==> config.mk <==
export PLATFORM = sky130hd
export DESIGN_NAME = logic_unit_pipe
export DESIGN_NICKNAME = d
export VERILOG_FILES = /design/src/rtl/logic_unit_pkg.sv /design/src/rtl/logic_pipe_stage.sv /design/src/rtl/logic_unit_pipe.sv
export SDC_FILE = /design/constraint.sdc
export NUM_CORES = 1
export LEC_CHECK = 0
export ABC_AREA = 1
export BUFFER_PORTS_ARGS = -buffer_cell sky130_fd_sc_hd__buf_2
export CAP_MARGIN = 10
export CORE_MARGIN = 5
export CORE_UTILIZATION = 39
export CTS_CLUSTER_SIZE = 10
export DETAILED_ROUTE_END_ITERATION = 6
export PLACE_DENSITY_LB_ADDON = 0.12
export RECOVER_POWER = 100
export SYNTH_ARGS = -nofsm -noshare
export SYNTH_HDL_FRONTEND = slang
export SYNTH_SLANG_ARGS = --single-unit
export TNS_END_PERCENT = 50
==> constraint.sdc <==
create_clock -name clk -period 3.75 [get_ports clk]
set_clock_uncertainty 0.05 [all_clocks]
set_input_delay 0.375 -clock clk [delete_from_list [all_inputs] [get_ports clk]]
set_output_delay 0.375 -clock clk [all_outputs]
set_load 0.02 [all_outputs]
==> src/rtl/logic_unit_pkg.sv <==
// Shared types for the pipelined bitwise logic unit.
package logic_unit_pkg;

    localparam int LOGIC_OP_W = 3;

    typedef enum logic [LOGIC_OP_W-1:0] {
        OP_AND   = 3'd0,
        OP_OR    = 3'd1,
        OP_XOR   = 3'd2,
        OP_NAND  = 3'd3,
        OP_NOR   = 3'd4,
        OP_XNOR  = 3'd5,
        OP_ANDN  = 3'd6,
        OP_PASSA = 3'd7
    } logic_op_t;

endpackage

==> src/rtl/logic_pipe_stage.sv <==
// One elastic pipeline register: a valid bit plus a payload word.
// The payload is captured only when a real op moves in, so bubbles
// and flushes leave the previous contents untouched.
module logic_pipe_stage
    import logic_unit_pkg::*;
#(
    parameter int W = 8
) (
    input  logic         clk,
    input  logic         reset,
    input  logic         flush,
    input  logic         load,
    input  logic         d_valid,
    input  logic [W-1:0] d_data,
    output logic         q_valid,
    output logic [W-1:0] q_data
);

    // Valid bit: flush wins over load; a held stage keeps its valid.
    always_ff @(posedge clk or posedge reset) begin
        if (reset) begin
            q_valid <= 1'b0;
        end else if (flush) begin
            q_valid <= 1'b0;
        end else if (load) begin
            q_valid <= d_valid;
        end
    end

    // Payload: captured only when a valid op actually enters the stage.
    always_ff @(posedge clk or posedge reset) begin
        if (reset) begin
            q_data <= '0;
        end else if (load && d_valid && !flush) begin
            q_data <= d_data;
        end
    end

endmodule

==> src/rtl/logic_unit_pipe.sv <==
// Pipelined bitwise logic unit: op mux and flags feed a chain of STAGES
// elastic registers with valid/ready handshaking and flush.
module logic_unit_pipe
    import logic_unit_pkg::*;
#(
    parameter int WIDTH  = 64,
    parameter int STAGES = 2
) (
    input  logic                  clk,
    input  logic                  reset,
    input  logic                  flush,
    input  logic                  in_valid,
    output logic                  in_ready,
    input  logic [WIDTH-1:0]      A,
    input  logic [WIDTH-1:0]      B,
    input  logic [LOGIC_OP_W-1:0] op,
    output logic                  out_valid,
    input  logic                  out_ready,
    output logic [WIDTH-1:0]      result,
    output logic                  zero,
    output logic                  negative,
    output logic                  overflow,
    output logic                  carryOut
);

    // Payload layout: {result, zero, negative}, so flags travel with their result.
    localparam int PW = WIDTH + 2;

    logic_op_t          op_sel;
    logic [WIDTH-1:0]   op_result;
    logic [PW-1:0]      stage_in;
    logic [STAGES-1:0]  v;
    logic [STAGES-1:0]  adv;
    logic [PW-1:0]      stage_q [STAGES];

    assign op_sel = logic_op_t'(op);

    // Bitwise operation select; every encoding is a defined op.
    always_comb begin
        op_result = A;
        case (op_sel)
            OP_AND:   op_result = A & B;
            OP_OR:    op_result = A | B;
            OP_XOR:   op_result = A ^ B;
            OP_NAND:  op_result = ~(A & B);
            OP_NOR:   op_result = ~(A | B);
            OP_XNOR:  op_result = ~(A ^ B);
            OP_ANDN:  op_result = A & ~B;
            OP_PASSA: op_result = A;
            default:  op_result = A;
        endcase
    end

    assign stage_in = {op_result, ~|op_result, op_result[WIDTH-1]};

    // A stage may advance when it or any stage downstream of it is empty,
    // or the output is being consumed (flattened form of the ready chain).
    for (genvar i = 0; i < STAGES; i++) begin : g_adv
        assign adv[i] = out_ready | ~(&v[STAGES-1:i]);
    end

    assign in_ready = adv[0] & ~flush;

    // Register chain: stage 0 takes the fresh op, later stages copy forward.
    for (genvar i = 0; i < STAGES; i++) begin : g_stage
        logic          d_valid;
        logic [PW-1:0] d_data;

        if (i == 0) begin : g_first
            assign d_valid = in_valid & in_ready;
            assign d_data  = stage_in;
        end else begin : g_rest
            assign d_valid = v[i-1];
            assign d_data  = stage_q[i-1];
        end

        logic_pipe_stage #(.W(PW)) u_stage (
            .clk     (clk),
            .reset   (reset),
            .flush   (flush),
            .load    (adv[i]),
            .d_valid (d_valid),
            .d_data  (d_data),
            .q_valid (v[i]),
            .q_data  (stage_q[i])
        );
    end

    assign out_valid = v[STAGES-1];
    assign result    = stage_q[STAGES-1][PW-1:2];
    assign zero      = stage_q[STAGES-1][1];
    assign negative  = stage_q[STAGES-1][0];
    assign overflow  = 1'b0;
    assign carryOut  = 1'b0;

endmodule
# Word-level counts from Yosys, hierarchy flattened
# Cells that the tools add are included.
# op_classes
eq_ne	7
mux	5
bitwise	15
reduce_logical	11
# op_table
cell	count
$pmux W64 S8	1
$not A64 Y64	4
$and A64 B64 Y64	2
$or A64 B64 Y64	1
$reduce_or A64 Y1	1
$xor A64 B64 Y64	1
$eq A3 B3 Y1 const B	4
$eq A3 B2 Y1 const B	2
$logic_and A1 B1 Y1	4
$mux W1	4
$reduce_bool A2 Y1	2
$eq A3 B1 Y1 const B	1
$logic_not A3 Y1	1
$not A1 Y1	3
$and A1 B1 Y1	2
$logic_not A1 Y1	2
$or A1 B1 Y1	2
$reduce_and A2 Y1	1
# word_totals
ff_bits	134
output_inout_bits	70
elab_cells	42

# Logic depth before layout (Yosys ltp)
# Gate-level depths: netlist of the first run.
# logic_depth
word_depth	7
mapped_depth	16
ltp_nobuf	14

# By module
# A second synthesis of the first run with hierarchy kept.
# unflattened
hier_cells	2150
area_unflattened_um2	13819.5
# by_module_without_submodules
module	instances	cells_per_inst	area_each_um2	seq_area_each_um2
logic_unit_pipe	1	1550	8314.2	0.0
logic_pipe_stage	2	300	2752.6	1676.6

# Worst setup path before layout of the first run
# No wires, ideal clock.
# synth_path
path_kind	in2reg
from	input op[1]
to	register g_stage[0].u_stage.q_data[1]
t_arrival_ns	1.687
required_time_ns	3.634
setup_slack_ns	1.947
cell_stages	13
cell_sequence	buf_4 -> nor2_2 -> nand2_2 -> buf_4 -> buf_6 -> or2_2 -> nand2_1 -> nand2_1 -> nor2_1 -> nand2_1 -> nor2_1 -> nand3_1 -> nand2_1
# synth_via
elab_chain_cells	4
elab_cells_between_ends	11
classes_between	7 x eq/ne; 1 x mux; 3 x reduce/logical
# synth_lines
element	line_no	text
start: declaration	logic_unit_pipe.sv:16	input logic [LOGIC_OP_W-1:0] op,
$eq A3 B3 Y1 (tied with other cells)	logic_unit_pipe.sv:41	case (op_sel)
$pmux W64 S8 (*)	logic_unit_pipe.sv:41	
$reduce_or A64 Y1 (*)	logic_unit_pipe.sv:54	assign stage_in = {op_result, ~|op_result, op_result[WIDTH-1]};
$logic_not A1 Y1 (*)	logic_unit_pipe.sv:54	
end signal: assignment	logic_pipe_stage.sv:35	q_data <= d_data;
end: declaration	logic_pipe_stage.sv:16	output logic [W-1:0] q_data
# Mark *: on every way between the ends. The rest lies on a longest branch, timed or not.
# A chain may end at the register's enable or synchronous reset.

# Worst setup path after layout of the first run
# Ends and elaborated chain as after synthesis.

==> results of run 1 <==
[area by class of cell]
| type | instances | area, sq um |
|---|---|---|
| clock inverter | 8 | 98.8 |
| timing repair buffer | 235 | 1200 |
| fill | 3288 | 17200 |
| inverter | 277 | 1040 |
| sequential | 132 | 3300 |
| tap | 402 | 503 |
| multi-input combinational | 1279 | 7470 |
| clock buffer | 23 | 498 |
[metal layers]
layer | part of all wire | global-route usage
met4 | 0.028 | 0.0748
met5 | 0.00033 | 0
met1 | 0.50 | 0.336
met3 | 0.052 | 0.0314
met2 | 0.42 | 0.329
[stage by stage]
stage	instance area (sq um)	power, mW	setup slack, ns	utilization	hold slack (ns)
finish	14100	5.24	0.660	0.451	0.143
global route	14100	5.59	0.466	0.451	0.144
CTS	14300	5.34	1.17	0.455	0.0955
detailed placement	13700	3.63	0.720	0.436	0.419
global placement	13700	3.60	0.696	0.436	0.413
floorplan	12300	2.95	1.69	-	0.388
[sequential cells by signal (all words and copies together), names as in the netlist]
signal                   flops
g_stage.u_stage.q_data     130
g_stage.u_stage.q_valid      2
[critical path, cell delays in order]
cell and delay, ns:
clkbuf_1 0.87, nand3_1 0.62, clkbuf_2 0.56, o21ai_0 0.29, nor2_1 0.07, nand2_1 0.09
nand2_1 0.13, nand2_1 0.09, nor2_1 0.04, nand3_1 0.07, nor2_1 0.05, nand3_1 0.06
nand2_1 0.05
[cells by family after synthesis]
kind of cell               synth area share
AOI/OAI and AO/OA                    0.0983
adders and majority gates             0.196
buffers and inverters                 0.122
DFF                                   0.269
muxes                                0.0416
other                              0.000306
and+or+nand+nor                       0.272
[Yosys cell counts, drive strengths merged, types with 14 or more instances]
library cell / instances
nand2: 443
inv: 276
nor2: 215
o21ai: 214
ha: 192
dfrtp: 132
nand3: 61
buf: 52
nand4: 45
mux2: 40
clkbuf: 39
or2: 16
o22ai: 15
nor3: 14
[worst max-delay path by stage]
stage	startpoint	slack, ns	end	depth (start not counted)
6_report	op[1]	0.66	g_stage[0].u_stage.q_data[1]$_DFFE_PP0P_	13
5_1_grt	op[1]	0.47	g_stage[0].u_stage.q_data[1]$_DFFE_PP0P_	13
4_1_cts	op[2]	1.17	g_stage[0].u_stage.q_data[1]$_DFFE_PP0P_	14
3_5_place_dp	op[2]	0.72	g_stage[0].u_stage.q_data[1]$_DFFE_PP0P_	14
3_3_place_gp	op[2]	0.70	g_stage[0].u_stage.q_data[1]$_DFFE_PP0P_	14
2_1_floorplan	reset	1.69	g_stage[0].u_stage.q_data[0]$_DFFE_PP0P_	1
[power by group through the flow]
stage | Sequential [mW] | Combinational, mW | Clock [mW]
6_report | 1.93 | 1.61 | 1.70
5_1_grt | 1.98 | 1.82 | 1.79
4_1_cts | 1.93 | 1.68 | 1.73
3_5_place_dp | 1.95 | 1.68 | 0
3_3_place_gp | 1.95 | 1.66 | 0
2_1_floorplan | 2.13 | 0.822 | 0
==> metrics, run 1 <==
status=finished with violations; failing checks=max-capacitance violations, max-slew violations; CTS tree=yes; leakage=7.65 nW; Power Internal=3.33 mW; CTS sink cnt=132; antenna violations before repair=2; Die H=187 microns; most frequent cells in the layout=nand2_1, inv_1, nor2_1, ha_1, o21ai_0; Cell variety after synth=34; DIE WIDTH=187 microns; Top FF cell, synth=dfrtp_1; ys async rst share=1.00; Worst Setup Path Type=in -> reg; Cell Area, Synth=12300 sq um; post-route ant nets=0; Psw=1.91 mW; ANT cells=0; root buffer cell=clkbuf_16; CP max FO=23; FF+latch count, synth=132; CTS Hold Bufs=0; Min Clock Period, post-route=3.09 ns; largest net degree at the start of global routing=91; Synth Instances=1778; switching portion of total power=0.364; Peak VDD IR=248 uV; Post-CTS Setup Bufs=0; dominant cell type by area after synthesis=dfrtp_1; Post-synth EDFFs=0; top-level I/O count=206; # DRC=0; Fin Setup TNS=0 ns; layout cells sized above 1=0.133; worst hold start=flush; Layout Nets=2270; synth top area cells=dfrtp_1, ha_1, nand2_1; R2R setup slack=1.40 ns; Highest Clock Rate=0.324 GHz; Worst Max-Slew Pin Slew=1.72 ns; die area=35100 sq um; Total Routing Usage GR=0.224; Slew HR=-0.156; Hold EP=g_stage[1].u_stage.q_valid$_DFFE_PP0P_; Via density=4.93; startpoint types=primary input; part of the power in registers=0.369; Clock Latency Late Sink=0.44 ns; Comb power frac=0.307; pwr/cell area=371 nW/um^2; DRT Wirelength=39900 microns; WP data arrival=3.38 ns; vias in the first global route=11082; Via Count=11613; DR iter-0 viols=712; Starting Density=0.392; RSZ-0062 raised after global routing=false; CTS Buf Count=17; Syn Area/Cell=6.90 sq um; Synth top area share=0.269; H-tree depth=4; max_cap viols=2; Clock power frac=0.324; 1st-pass router iterations=5; Final Cycle Share=0.824; input/output buffers=203; Hold Crit Depth=2; RD Place Congestion=0.880; Seq/Total Area, Yosys=0.269; Post-Layout Cell Count=2356; Worst EP required=4.04 ns; Clock Pin Slew Worst Setup and Hold Paths=0.07 ns; Resize count post-CTS=0; Min-Delay Path Class=in -> reg; yosys warns=0; Worst R2R Path Depth=4; most common cell after layout, fill and taps aside=nand2_1; Placement Rows=65; CTS Buffer Depth=2; drt wl/cell=17.0 microns; Fin. Hold Viols=0; Slew Limit Fails=132; core area=31300 sq um; reg2reg start=g_stage[0].u_stage.q_valid$_DFFE_PP0P_; Detail Placement HPWL=29700 microns; worst r2r dst=g_stage[1].u_stage.q_data[19]$_DFFE_PP0P_; Finish-stage setup viols=0; global-route wire length before repair=62700 microns; area grow syn2layout=15.2%; Placed Cells=2325; CP endpoint kind=register; GRT overflow=0
Power figures use the tool's default switching activity.
==> run 2, diff against run 1 <==
--- a/config.mk
+++ b/config.mk
@@ -5,7 +5,7 @@
 export SDC_FILE = /design/constraint.sdc
 export NUM_CORES = 1
 export LEC_CHECK = 0
-export ABC_AREA = 1
+export ABC_AREA = 0
 export BUFFER_PORTS_ARGS = -buffer_cell sky130_fd_sc_hd__buf_2
 export CAP_MARGIN = 10
 export CORE_MARGIN = 5
==> constraint.sdc (replaced) <==
create_clock -name clk -period 3.2 [get_ports clk]
set_clock_uncertainty 0.05 [all_clocks]
set_input_delay 0.32 -clock clk [delete_from_list [all_inputs] [get_ports clk]]
set_output_delay 0.32 -clock clk [all_outputs]
set_load 0.02 [all_outputs]
==> metrics, run 2 <==
yosys warns=0; post-route ant nets=0; CP max FO=58; Post-Layout Cell Count=1942; Cell Area, Synth=12000 sq um; drt wl/cell=19.4 microns; H-tree depth=4; # DRC=0; Worst Setup Path Type=in -> reg; ANT cells=0; Worst R2R Path Depth=5; most frequent cell after synthesis=ha_1; Top FF cell, synth=dfrtp_1; GRT overflow=0; Final Cycle Share=0.901; DRT Wirelength=37700 microns; most frequent cells in the layout=ha_1, inv_1, nand2_1, buf_2, dfrtp_1; Post-CTS Setup Bufs=0; antenna violations before repair=1; Post-synth EDFFs=0; Finish-stage setup viols=0; DR iter-0 viols=867; CTS Buf Count=17; layout cells sized above 1=0.210; area grow syn2layout=17.5%; max FFs per register=130; Hold Crit Depth=2; largest net degree at the start of global routing=74; CP endpoint kind=register; Fin Setup TNS=0 ns; Slew HR=-0.378; Resize count post-CTS=0; global-route wire length before repair=57500 microns; Slew Limit Fails=109; CTS tree=yes; Placement Rows=64; Largest Register=g_stage.u_stage.q_data; Clock Pin Slew Worst Setup and Hold Paths=0.06 ns; Highest Clock Rate=0.347 GHz; vias in the first global route=10104; FF+latch count, synth=132; top cells by count, synth=ha_1, inv_1, nand2_1, dfrtp_1, o21ai_0; Via density=5.35; die area=34400 sq um; input/output buffers=203; combined area of the multi-input logic cells=7750 sq um; max_cap viols=2; root buffer cell=clkbuf_16; CTS Hold Bufs=0; DIE WIDTH=185 microns; Top Registers=g_stage.u_stage.q_data: 130 flops, g_stage.u_stage.q_valid: 2 flops; failing checks=max-capacitance violations, max-slew violations; Synth top area share=0.275; synth top area cells=dfrtp_1, ha_1, mux2_2; Clock Latency Late Sink=0.42 ns; Fin. Hold Viols=0; Detail Placement HPWL=29600 microns; Register Area=3300 sq um; Starting Density=0.393; RD Place Congestion=0.878; ys async rst share=1.00; leakage=7.02 nW; pwr/cell area=463 nW/um^2; Min-Delay Path Class=in -> reg; FILL cells=3003; CTS Buffer Depth=2; WP data arrival=3.16 ns; startpoint types=primary input; 1st-pass router iterations=5; CTS sink cnt=132; Core Util, Final=0.462; Die H=185 microns; Peak VDD IR=320 uV; RSZ-0062 raised after global routing=false; most common cell after layout, fill and taps aside=ha_1; Syn Area/Cell=8.92 sq um; core area=30500 sq um; Min Clock Period, post-route=2.88 ns; Synth Instances=1346; Via Count=10390; total power=6.52 mW; Layout Nets=1861; Worst EP required=3.47 ns; top-level I/O count=206; Worst Max-Slew Pin Slew=2.06 ns; Placed Cells=1910; dominant cell type by area after synthesis=dfrtp_1; status=finished with violations; Total Routing Usage GR=0.216; Cell variety after synth=66; Seq/Total Area, Yosys=0.275
## run 2: final cells by class
| cell class | count | share of cell area |
|---|---|---|
| clock buffer | 18 | 0.0304 |
| inverter | 144 | 0.0384 |
| tap | 396 | 0.0351 |
| timing repair buffer | 256 | 0.0991 |
| clock inverter | 14 | 0.0127 |
| sequential | 132 | 0.234 |
| multi-input combinational | 982 | 0.550 |
## run 2: path summary, 6_finish.rpt
kind	to	slack, ns	startpoint
worst max-delay path	g_stage[0].u_stage.q_data[1]$_DFFE_PP0P_	0.32	op[2]
worst min-delay path	g_stage[1].u_stage.q_valid$_DFFE_PP0P_	0.08	flush
worst max register to register	g_stage[0].u_stage.q_data[45]$_DFFE_PP0P_	0.52	g_stage[1].u_stage.q_valid$_DFFE_PP0P_
worst min register to register	g_stage[0].u_stage.q_data[49]$_DFFE_PP0P_	0.42	g_stage[0].u_stage.q_data[49]$_DFFE_PP0P_
max in group asynchronous	g_stage[1].u_stage.q_data[45]$_DFFE_PP0P_	1.10	reset
min in group asynchronous	g_stage[0].u_stage.q_data[37]$_DFFE_PP0P_	0.39	reset
## run 2: cell families after synthesis
group / after synthesis / synth area share
mux: 168 / 0.160
buf+inv: 233 / 0.0796
fa+ha+maj: 192 / 0.200
other cells: 1 / 0.000312
compound gates: 342 / 0.185
flops: 132 / 0.275
simple gates: 278 / 0.0999
## run 2: worst max-delay path, cell delays in order
cell and delay [ns]:
buf_2 0.13, buf_12 0.27, nand2b_1 0.36, buf_4 0.28, o22ai_1 0.11, a221oi_1 0.52, nor4bb_1 0.47, and4_1 0.27
nand4_1 0.17, o31ai_1 0.22
## run 2: where the power goes
part | leakage [nW] | switching, mW | internal (mW)
clock network | 0.287 | 0.740 | 1.23
logic | 5.10 | 1.34 | 0.854
registers | 1.63 | 0.265 | 2.09
## run 2: through the flow
step / area, sq um / hold WS (ns) / setup WS [ns]
after floorplan: 12000 / 0.336 / 0.700
final: 14100 / 0.0750 / 0.317
after global routing: 14100 / 0.0670 / 0.215
after global placement: 13600 / 0.408 / -0.00739
after detailed placement: 13600 / 0.410 / 0.00285
after CTS: 14200 / 0.0491 / 0.419
## run 2: metal layers
metal	wire, microns	global-route usage
met1	18600	0.323
met2	16700	0.334
met3	1890	0.0232
met4	524	0.0499
met5	11	0
==> run 3, diff against run 2 <==
--- a/config.mk
+++ b/config.mk
@@ -12,7 +12,7 @@
 export CORE_UTILIZATION = 39
 export CTS_CLUSTER_SIZE = 10
 export DETAILED_ROUTE_END_ITERATION = 6
-export PLACE_DENSITY_LB_ADDON = 0.12
+export PLACE_DENSITY = 0.71
 export RECOVER_POWER = 100
 export SYNTH_ARGS = -nofsm -noshare
 export SYNTH_HDL_FRONTEND = slang
==> metrics, run 3 (synthesis gave the netlist of run 2 again) <==
Via Count=10633; area grow syn2layout=16.8%; Placement Rows=64; Fin Setup TNS=0 ns; CTS Buffer Depth=2; Min-Delay Path Class=in -> reg; pwr/cell area=457 nW/um^2; CTS Buf Count=17; Worst Max-Slew Pin Slew=1.80 ns; crit path buf inv count=1; startpoint types=register; drt wl/cell=18.9 microns; Starting Density=0.393; slowest cell delay on critical path=1.15 ns; Core Util, Final=0.460; CP max-delay cell=clkbuf_1; Min Clock Period, post-route=2.86 ns; WP data arrival=3.11 ns; grt met3 use=0.0460; Slew HR=-0.201; most common cell after layout, fill and taps aside=ha_1; delay-heaviest family, CP=buffers and inverters; Resize count post-CTS=0; antenna violations before repair=11; largest net degree at the start of global routing=133; critical path depth=5; GRT met1 Usage=0.299; DRT Wirelength=36700 microns; setup ws final=0.343 ns; Total Routing Usage GR=0.207; status=finished with violations; max_cap viols=3; Clock Latency Late Sink=0.41 ns; most frequent cells in the layout=ha_1, inv_1, nand2_1, dfrtp_1, buf_2; DIE WIDTH=185 microns; max FFs per register=130; vias in the first global route=10210; Finish-stage setup viols=0; Die H=185 microns; total power=6.40 mW; Worst EP required=3.45 ns; GRT overflow=0; Peak VDD IR=360 uV; Layout Nets=1856; Top Usage Layer GRT=met2; RSZ-0062 raised after global routing=false; post-route ant nets=0; 1st-pass router iterations=5; DR iter-0 viols=972; leakage=6.98 nW; Highest Clock Rate=0.350 GHz; CTS tree=yes; input/output buffers=203; RD Place Congestion=0.901; critical-path cell list=nor2b_1 -> a21oi_1 -> and2_1 -> clkbuf_1 -> mux2_2; Final Cycle Share=0.893; CTS sink cnt=132; CP endpoint kind=register; CTS Hold Bufs=0; CP max FO=28; layout cells sized above 1=0.211; global-route wire length before repair=56100 microns; Via density=5.48; Fin Hold WS=0.0786 ns; Clock Pin Slew Worst Setup and Hold Paths=0.06 ns; pre-CTS WS=0.128 ns; H-tree depth=4; Post-CTS Setup Bufs=0; Fin. Hold Viols=0; die area=34400 sq um; top-level I/O count=206; grt met2 use=0.313; # DRC=0; root buffer cell=clkbuf_16; Hold Crit Depth=2; Worst Setup Path Type=reg -> reg; core area=30500 sq um; Largest Register=g_stage.u_stage.q_data; Detail Placement HPWL=28700 microns; Top Registers=g_stage.u_stage.q_data: 130 flops, g_stage.u_stage.q_valid: 2 flops; R2R setup slack=0.34 ns; Worst R2R Path Depth=5; failing checks=max-capacitance violations, max-slew violations; Slew Limit Fails=228
## run 3: cell count changes in the layout (fill, tap and decap cells not counted), sizes merged
cell	delta
inv	+5
clkbuf	-3
clkinv	-3
diode	+3
buf	-3
clkinvlp	+1
bufinv	-2
## run 3: path summary, 6_finish.rpt
path,start,end
setup / recovery,g_stage[1].u_stage.q_valid$_DFFE_PP0P_,g_stage[0].u_stage.q_data[62]$_DFFE_PP0P_
hold / removal,flush,g_stage[0].u_stage.q_valid$_DFFE_PP0P_
setup reg to reg,g_stage[1].u_stage.q_valid$_DFFE_PP0P_,g_stage[0].u_stage.q_data[62]$_DFFE_PP0P_
hold reg to reg,g_stage[0].u_stage.q_data[31]$_DFFE_PP0P_,g_stage[0].u_stage.q_data[31]$_DFFE_PP0P_
max in group asynchronous,reset,g_stage[0].u_stage.q_data[40]$_DFFE_PP0P_
min in group asynchronous,reset,g_stage[1].u_stage.q_data[56]$_DFFE_PP0P_
## run 3: final cells by class
class | instances | area (sq um)
diodes | 3 | 7.51
clock buffers | 17 | 425
clock inverters | 15 | 146
fillers | 2999 | 16500
inverters | 144 | 544
multi-input cells | 982 | 7750
flip-flops and latches | 132 | 3300
well taps | 396 | 495
repair buffers | 251 | 1350
## run 3: worst reg2reg max path, delay by kind of cell, from the launching register on
family | cells | cell delay, ns
muxes | 1 | 0.46
and+or+nand+nor | 2 | 0.47
buffers and inverters | 1 | 1.15
AOI/OAI and AO/OA | 1 | 0.26
DFF | 1 | 0.36
## run 3: where the power goes
group	total, mW	switching (mW)	internal (mW)
logic	2.18	1.34	0.845
clock network	1.87	0.778	1.09
registers	2.35	0.266	2.09
## run 3: layer usage
metal	share of wire	vias up
met2	0.43	408
met4	0.020	16
met5	0.0026	-
li1	-	5086
met1	0.46	5053
met3	0.081	70
## run 3: metrics by stage
step / cells / instance area [sq um]
CTS: 1937 / 14100
finish: 1940 / 14000
global route: 1940 / 14000
floorplan: 1347 / 12000
global placement: 1905 / 13600
detailed placement: 1905 / 13600
